File: src/rtl/perceptron_unit_pkg.sv
// Shared types, fixed-point constants and saturating arithmetic helpers for perceptron_unit.
// The Update state is only reached when PERCEPTRON_TRAIN_EN is defined.
package perceptron_unit_pkg;

   // Wide enough for any DATA_W x DATA_W product with DATA_W up to 63
   localparam int MATH_W = 128;

   typedef logic signed [MATH_W-1:0] wide_t;

   typedef enum logic [1:0] {
      ACT_STEP    = 2'd0,
      ACT_SIGMOID = 2'd1,
      ACT_TANH    = 2'd2,
      ACT_RELU    = 2'd3
   } act_func_t;

   typedef enum logic [2:0] {
      ST_IDLE     = 3'd0,
      ST_COMPUTE  = 3'd1,
      ST_ACTIVATE = 3'd2,
      ST_OUTPUT   = 3'd3,
      ST_UPDATE   = 3'd4
   } train_state_t;

   function automatic wide_t fx_one(input int unsigned frac_w);
      return wide_t'(1'b1) <<< frac_w;
   endfunction

   function automatic wide_t sat_max(input int unsigned w);
      return (wide_t'(1'b1) <<< (w - 32'd1)) - wide_t'(1'b1);
   endfunction

   function automatic wide_t sat_min(input int unsigned w);
      return -sat_max(w) - wide_t'(1'b1);
   endfunction

   function automatic wide_t clamp(input wide_t v, input wide_t lo, input wide_t hi);
      wide_t r;
      if (v > hi) begin
         r = hi;
      end else if (v < lo) begin
         r = lo;
      end else begin
         r = v;
      end
      return r;
   endfunction

   function automatic wide_t sat_w(input wide_t v, input int unsigned w);
      return clamp(v, sat_min(w), sat_max(w));
   endfunction

   function automatic wide_t mul_shift(input wide_t a, input wide_t b, input int unsigned frac_w);
      return (a * b) >>> frac_w;
   endfunction

endpackage

File: src/rtl/perceptron_unit_act.sv
// perceptron_act: combinational output stage. Saturates the accumulator to DATA_W and
// applies the selected activation (step, piecewise sigmoid, hard tanh, ReLU).
module perceptron_act
   import perceptron_unit_pkg::*;
#(
   parameter int DATA_W = 32,
   parameter int FRAC_W = 16,
   parameter int ACC_W  = 38
) (
   input  logic signed [ACC_W-1:0]  acc,
   input  logic        [1:0]        act_sel,
   output logic signed [DATA_W-1:0] y
);

   wide_t zero_s;
   wide_t one_s;
   wide_t s_s;
   wide_t res_s;

   // Saturate to the output width, then pick the activation
   always_comb begin
      zero_s = wide_t'(1'b0);
      one_s  = fx_one(FRAC_W);
      s_s    = sat_w(wide_t'(acc), DATA_W);
      case (act_func_t'(act_sel))
         ACT_STEP:    res_s = (s_s >= zero_s) ? one_s : zero_s;
         ACT_SIGMOID: res_s = clamp((s_s >>> 32'd2) + (one_s >>> 32'd1), zero_s, one_s);
         ACT_TANH:    res_s = clamp(s_s, -one_s, one_s);
         ACT_RELU:    res_s = (s_s < zero_s) ? zero_s : s_s;
         default:     res_s = zero_s;
      endcase
      y = DATA_W'(res_s);
   end

endmodule

File: src/rtl/perceptron_unit.sv
// perceptron_unit: single fixed-point neuron with a sequential MAC and selectable activation.
// Define PERCEPTRON_TRAIN_EN to build the on-chip weight-update pass.
module perceptron_unit
   import perceptron_unit_pkg::*;
#(
   parameter int N_INPUTS = 4,
   parameter int DATA_W   = 32,
   parameter int FRAC_W   = 16,
   parameter int GUARD_W  = 4
) (
   input  logic                          clk,
   input  logic                          rst,
   input  logic [1:0]                    act_sel,
   input  logic                          in_valid,
   output logic                          in_ready,
   input  logic [N_INPUTS*DATA_W-1:0]    in_x,
   input  logic [DATA_W-1:0]             in_target,
   input  logic                          in_train,
   input  logic                          w_wr_en,
   input  logic [$clog2(N_INPUTS+1)-1:0] w_wr_addr,
   input  logic [DATA_W-1:0]             w_wr_data,
   input  logic [DATA_W-1:0]             lr,
   output logic                          out_valid,
   input  logic                          out_ready,
   output logic [DATA_W-1:0]             out_y
);

   localparam int ACC_W  = DATA_W + $clog2(N_INPUTS) + GUARD_W;
   localparam int ADDR_W = $clog2(N_INPUTS + 1);
   localparam int IDX_W  = (N_INPUTS > 1) ? $clog2(N_INPUTS) : 1;

   train_state_t             state_r;
   logic signed [DATA_W-1:0] w_r [N_INPUTS];
   logic signed [DATA_W-1:0] x_r [N_INPUTS];
   logic signed [DATA_W-1:0] bias_r;
   logic [1:0]               act_r;
   logic signed [ACC_W-1:0]  acc_r;
   logic [ADDR_W-1:0]        idx_r;
   logic                     out_valid_r;
   logic signed [DATA_W-1:0] out_y_r;
   logic signed [DATA_W-1:0] act_y_s;
   logic [IDX_W-1:0]         sel_s;
   wide_t                    acc_next_s;

   assign sel_s = IDX_W'(idx_r);

   // One multiply-accumulate step for the weight selected by idx_r
   always_comb begin
      acc_next_s = sat_w(wide_t'(acc_r)
                         + mul_shift(wide_t'(w_r[sel_s]), wide_t'(x_r[sel_s]), FRAC_W), ACC_W);
   end

`ifdef PERCEPTRON_TRAIN_EN
   logic signed [DATA_W-1:0] target_r;
   logic signed [DATA_W-1:0] d_r;
   logic                     train_r;
   wide_t                    d_s;
   wide_t                    w_upd_s;
   wide_t                    b_upd_s;

   // Scaled error and saturated candidates for the weight/bias update pass
   always_comb begin
      d_s     = sat_w(mul_shift(wide_t'(signed'(lr)),
                                sat_w(wide_t'(target_r) - wide_t'(out_y_r), DATA_W), FRAC_W), DATA_W);
      w_upd_s = sat_w(wide_t'(w_r[sel_s])
                      + mul_shift(wide_t'(d_r), wide_t'(x_r[sel_s]), FRAC_W), DATA_W);
      b_upd_s = sat_w(wide_t'(bias_r) + wide_t'(d_r), DATA_W);
   end
`else
   logic unused_s;
   assign unused_s = ^{in_target, in_train, lr};
`endif

   // Sequencer: accept, MAC over N_INPUTS cycles, activate, hold output, optional update
   always_ff @(posedge clk) begin
      if (rst) begin
         state_r     <= ST_IDLE;
         bias_r      <= {DATA_W{1'b0}};
         act_r       <= 2'd0;
         acc_r       <= {ACC_W{1'b0}};
         idx_r       <= {ADDR_W{1'b0}};
         out_valid_r <= 1'b0;
         out_y_r     <= {DATA_W{1'b0}};
         for (int i = 0; i < N_INPUTS; i++) begin
            w_r[i] <= {DATA_W{1'b0}};
            x_r[i] <= {DATA_W{1'b0}};
         end
`ifdef PERCEPTRON_TRAIN_EN
         target_r <= {DATA_W{1'b0}};
         d_r      <= {DATA_W{1'b0}};
         train_r  <= 1'b0;
`endif
      end else begin
         case (state_r)
            ST_IDLE: begin
               // A weight write wins over an input vector in the same cycle
               if (w_wr_en) begin
                  if (w_wr_addr == ADDR_W'(N_INPUTS)) begin
                     bias_r <= w_wr_data;
                  end else if (w_wr_addr < ADDR_W'(N_INPUTS)) begin
                     w_r[IDX_W'(w_wr_addr)] <= w_wr_data;
                  end
               end else if (in_valid) begin
                  for (int i = 0; i < N_INPUTS; i++) begin
                     x_r[i] <= in_x[i*DATA_W +: DATA_W];
                  end
                  act_r   <= act_sel;
                  acc_r   <= ACC_W'(bias_r);
                  idx_r   <= {ADDR_W{1'b0}};
                  state_r <= ST_COMPUTE;
`ifdef PERCEPTRON_TRAIN_EN
                  target_r <= in_target;
                  train_r  <= in_train;
`endif
               end
            end
            ST_COMPUTE: begin
               acc_r <= ACC_W'(acc_next_s);
               if (idx_r == ADDR_W'(N_INPUTS - 1)) begin
                  idx_r   <= {ADDR_W{1'b0}};
                  state_r <= ST_ACTIVATE;
               end else begin
                  idx_r <= idx_r + ADDR_W'(1'b1);
               end
            end
            ST_ACTIVATE: begin
               out_y_r     <= act_y_s;
               out_valid_r <= 1'b1;
               state_r     <= ST_OUTPUT;
            end
            ST_OUTPUT: begin
               if (out_ready) begin
                  out_valid_r <= 1'b0;
`ifdef PERCEPTRON_TRAIN_EN
                  if (train_r) begin
                     d_r     <= DATA_W'(d_s);
                     idx_r   <= {ADDR_W{1'b0}};
                     state_r <= ST_UPDATE;
                  end else begin
                     state_r <= ST_IDLE;
                  end
`else
                  state_r <= ST_IDLE;
`endif
               end
            end
`ifdef PERCEPTRON_TRAIN_EN
            ST_UPDATE: begin
               // Weights first, bias on the final pass
               if (idx_r == ADDR_W'(N_INPUTS)) begin
                  bias_r  <= DATA_W'(b_upd_s);
                  state_r <= ST_IDLE;
               end else begin
                  w_r[sel_s] <= DATA_W'(w_upd_s);
                  idx_r      <= idx_r + ADDR_W'(1'b1);
               end
            end
`endif
            default: begin
               state_r <= ST_IDLE;
            end
         endcase
      end
   end

   perceptron_act #(
      .DATA_W (DATA_W),
      .FRAC_W (FRAC_W),
      .ACC_W  (ACC_W)
   ) u_act (
      .acc     (acc_r),
      .act_sel (act_r),
      .y       (act_y_s)
   );

   assign in_ready  = (state_r == ST_IDLE) && !w_wr_en && !rst;
   assign out_valid = out_valid_r;
   assign out_y     = out_y_r;

endmodule

File: config.mk
export PLATFORM = sky130hd
export DESIGN_NAME = perceptron_unit
export DESIGN_NICKNAME = d
export VERILOG_FILES = /design/src/rtl/perceptron_unit_pkg.sv /design/src/rtl/perceptron_unit_act.sv /design/src/rtl/perceptron_unit.sv
export SDC_FILE = /design/constraint.sdc
export NUM_CORES = 2
export LEC_CHECK = 0
export BUFFER_PORTS_ARGS = -buffer_cell sky130_fd_sc_hd__buf_4
export CORE_UTILIZATION = 30
export DETAILED_ROUTE_END_ITERATION = 10
export SYNTH_ARGS = -nofsm -noshare
export SYNTH_HDL_FRONTEND = slang
export SYNTH_HIERARCHICAL = 1
export SYNTH_SLANG_ARGS = --single-unit
File: constraint.sdc
create_clock -name clk -period 14.7 [get_ports clk]
set_input_delay 0 -clock clk [delete_from_list [all_inputs] [get_ports clk]]
set_output_delay 0 -clock clk [all_outputs]
set_load 0.01 [all_outputs]
==> results.rst <==
.. list-table::
   :header-rows: 1

   * - Metric
     - Value
   * - Register bit total from synthesis
     - about 370
   * - Unrepaired setup endpoints after global routing
     - false
   * - Number of nets in the finished design
     - slightly below 8,000
   * - Die width
     - between 400 and 500 um
   * - IO Port Bufs
     - approximately 200
   * - Number of CTS-inserted buffers
     - 43
   * - CTS sink count
     - between 300 and 400
   * - Clock latency reported for the late side of the worst-skew pair
     - 0.61 ns
   * - Max_cap viols
     - 0
   * - Global-route wire length before repair
     - approximately 290,000 um
   * - CTS tree
     - built
   * - Result of the run
     - complete, no violations
   * - Time the final worst path needs with I/O delays and setup
     - 13.46 ns
   * - Clock Root Buffer
     - sky130_fd_sc_hd__clkbuf_16
   * - Classification of the worst setup path
     - reg -> reg
   * - Syn Std Cell Area
     - roughly 0.056 sq mm
   * - Pin slew with the least headroom to its limit
     - 1.26 ns
   * - Worst-case clock skew
     - between 0.04 and 0.05 ns
   * - Post-synth top area share
     - roughly 39%
   * - Height of the die
     - 435 um
   * - Via count normalized by instance count
     - ~5
   * - Top post-synthesis cells by area
     - sky130_fd_sc_hd__fa_1 39%, sky130_fd_sc_hd__edfxtp_1 14%, sky130_fd_sc_hd__inv_1 7.8%
   * - I/O pin count
     - roughly 270
   * - Final Routed Wirelength
     - 186,000 um
   * - Fraction of final layout cells with drive strength greater than 1
     - roughly a tenth
   * - Number of buffers on the longest clock path
     - 3
   * - Core Area
     - roughly 0.19 sq mm
   * - Top achievable clock speed
     - 74.3 MHz
   * - DR iter-0 viols
     - 3,679
   * - Antenna violation net count after detailed routing
     - 0
   * - Yosys cell types
     - between 90 and 100
   * - Number of nets in the synthesized netlist
     - ~7,600
   * - Layout overhead on the synthesized area
     - 14.6%
   * - Average wire per cell in the routed design
     - between 20 and 25 um
   * - Combined buffer and inverter count along the critical path
     - 7
   * - Biggest area consumer among synthesized cells
     - sky130_fd_sc_hd__fa_1
   * - # setup viols final
     - 0
   * - Overall track demand over capacity in global routing
     - approximately 20%
   * - Crit path arrival time
     - 13.94 ns
   * - Total count of hold-check failures in the final report
     - 0
   * - Slowest CP cell
     - sky130_fd_sc_hd__fa_1
   * - Total of fill cells in the finished design
     - 18,900
   * - Worst slack on hold paths
     - between 0.02 and 0.025 ns
   * - Post-synthesis mux area share
     - under 10%
   * - Sequential area share after synthesis
     - between 10% and 20%
   * - Post-synthesis share of cell area spent on and, or, nand and nor gates
     - between 10% and 20%
   * - Pin count of the biggest net entering global routing
     - 130
   * - Share of the synthesized netlist area taken by xor and xnor gates
     - approximately 1.7%
   * - Site row count
     - roughly 160
   * - Final std cells w/o fill
     - slightly below 9,000
   * - Kind of launch point of the worst setup path
     - flip-flop
   * - Kind of end point of the critical path
     - flip-flop
   * - Summed area of non-filler cells in the final layout
     - between 0.06 and 0.07 sq mm
   * - Die Area
     - 0.189 sq mm
   * - Initial antenna violation count
     - 13
   * - Final worst path period share
     - 91.6%
   * - Hold Crit Start
     - w_wr_addr[2]
   * - Via count of the first global-routing pass
     - 46,700
   * - Gate count of the mapped netlist
     - about 6,100
   * - Ys async rst share
     - 0%
   * - Maximum fanout encountered on the critical timing path
     - 30
   * - Weighted congestion reported at the end of routability-driven placement
     - roughly 0.98
   * - Initial Utilization
     - ~30%
   * - Buffer count from post-CTS setup fixing
     - 0
   * - CTS hold repair buffers
     - ~180
   * - H-tree depth
     - 2
   * - Remaining max-slew budget at the tightest pin
     - between 10% and 20%
   * - Worst hold-check path type
     - in -> reg
   * - Synth Area in Adders
     - between 40% and 50%
   * - Most used DFF post-synth
     - sky130_fd_sc_hd__edfxtp_1
   * - Most frequent cells after synthesis
     - 1,170 x sky130_fd_sc_hd__inv_1, 1,082 x sky130_fd_sc_hd__fa_1, 853 x sky130_fd_sc_hd__nand2_1
   * - Clock slew at the register clock pins of the worst setup and hold paths
     - about 0.06 ns
   * - Most instantiated library cell after synthesis
     - sky130_fd_sc_hd__inv_1
   * - Count of unresolved DRC violations after routing
     - 0
   * - CP peak stage delay
     - between 1 and 1.5 ns
   * - Placed standard-cell area
     - ~0.061 sq mm
   * - Sum Neg Setup Slack
     - 0 ns
   * - Compound-gate portion of the synthesized area
     - under 10%
   * - DP Cell Count
     - approximately 8,600
   * - Count of TritonRoute iterations in the first routing pass
     - 6
   * - Ys Warns
     - 6
   * - Worst path required time
     - around 15 ns
   * - Main combinational cell family by area after synthesis
     - adder cells
   * - Count of flip-flops with a built-in enable after synthesis
     - between 200 and 300
   * - Post-CTS resize count
     - 0
   * - Fin. max-slew vios
     - 0
   * - Cell type group with the largest total delay on the critical path
     - adder cells
   * - GR Overflow Total
     - 0
   * - Most numerous cell on the critical path
     - sky130_fd_sc_hd__fa_1
   * - Mean cell area of the mapped netlist
     - 9.28 sq um
   * - Vias
     - approximately 44,000
   * - Detailed-placement wirelength estimate
     - approximately 150,000 um
sequential cells by signal, summed over array words and instances, names as in the netlist, named ones only:
register and flops:
out_y 32, w_r 128, bias_r 32, state_r 2, idx_r 3, act_r 2, out_valid 1, x_r 128
acc_r 38
per-layer routing:
metal | share of wire [%] | GRT usage, %
met1 | 39 | 25.0
met2 | 47 | 32.6
met3 | 9.7 | 5.29
met4 | 4.3 | 7.25
met5 | 0.10 | 0.479
area by class of cell:
type	count	area [sq um]	share of cell area, %
repair buffers	565	4740	7.36
flip-flops and latches	368	9940	15.4
clock buffers	51	1130	1.75
diodes	6	15.0	0.0233
inverters	1172	4400	6.82
clock inverters	27	353	0.547
multi-input cells	4197	40800	63.3
well taps	2480	3100	4.81
worst paths after layout:
kind / cells after the start / slack [ns] / to
worst min register to register: 2 / 0.46 / bias_r[7]$_SDFFE_PP0P_
worst max-delay path: 38 / 1.24 / acc_r[31]$_SDFFE_PP0P_
worst min-delay path: 5 / 0.02 / bias_r[1]$_SDFFE_PP0P_
worst max register to register: 38 / 1.24 / acc_r[31]$_SDFFE_PP0P_
placed cells by master, fill, tap and decap left out, types with 34 or more instances in the layout:
cell                            instances
sky130_fd_sc_hd__fa_1                1082
sky130_fd_sc_hd__nor2_1               643
sky130_fd_sc_hd__ha_1                 266
sky130_fd_sc_hd__buf_4                380
sky130_fd_sc_hd__o211ai_1              49
sky130_fd_sc_hd__xor2_1                44
sky130_fd_sc_hd__inv_1               1170
sky130_fd_sc_hd__nand4_1               38
sky130_fd_sc_hd__a21oi_1              157
sky130_fd_sc_hd__edfxtp_1             256
sky130_fd_sc_hd__o21ai_0               91
sky130_fd_sc_hd__mux2_2                53
sky130_fd_sc_hd__dlygate4sd3_1        181
sky130_fd_sc_hd__and3_1               137
sky130_fd_sc_hd__and2_1                68
sky130_fd_sc_hd__o21a_1                84
sky130_fd_sc_hd__o21ai_1               34
sky130_fd_sc_hd__nor3_1                34
sky130_fd_sc_hd__mux2i_1               94
sky130_fd_sc_hd__dfxtp_1              110
sky130_fd_sc_hd__nand2_1              853
sky130_fd_sc_hd__clkbuf_16             43
sky130_fd_sc_hd__xnor2_1               64
sky130_fd_sc_hd__a21o_1                73
metrics by stage:
stage,worst slack (ns),utilization (%)
floorplan,2.40,-
global placement,1.36,32.9
detailed placement,1.26,32.9
CTS,1.21,34.7
global route,0.639,34.7
finish,1.24,34.7
worst reg2reg max path: cells and delay by family (launching register included):
family,cells,cell delay (ns)
adder cells (fa/ha/maj),10,5.69
XOR/XNOR,1,0.14
flip-flops,1,0.70
multiplexers,1,0.42
buffers and inverters,7,0.83
AO/OA/AOI/OAI,12,3.55
AND/OR/NAND/NOR,7,1.98
kinds of logic after synthesis:
| group | after synthesis |
|---|---|
| AO/OA/AOI/OAI | 650 |
| XOR/XNOR | 108 |
| adder cells (fa/ha/maj) | 1349 |
| buffers and inverters | 1493 |
| flip-flops | 368 |
| multiplexers | 160 |
| AND/OR/NAND/NOR | 1930 |
Power is not shown: default switching activity piles up to over one toggle a cycle in this logic, so the estimate is an artifact.
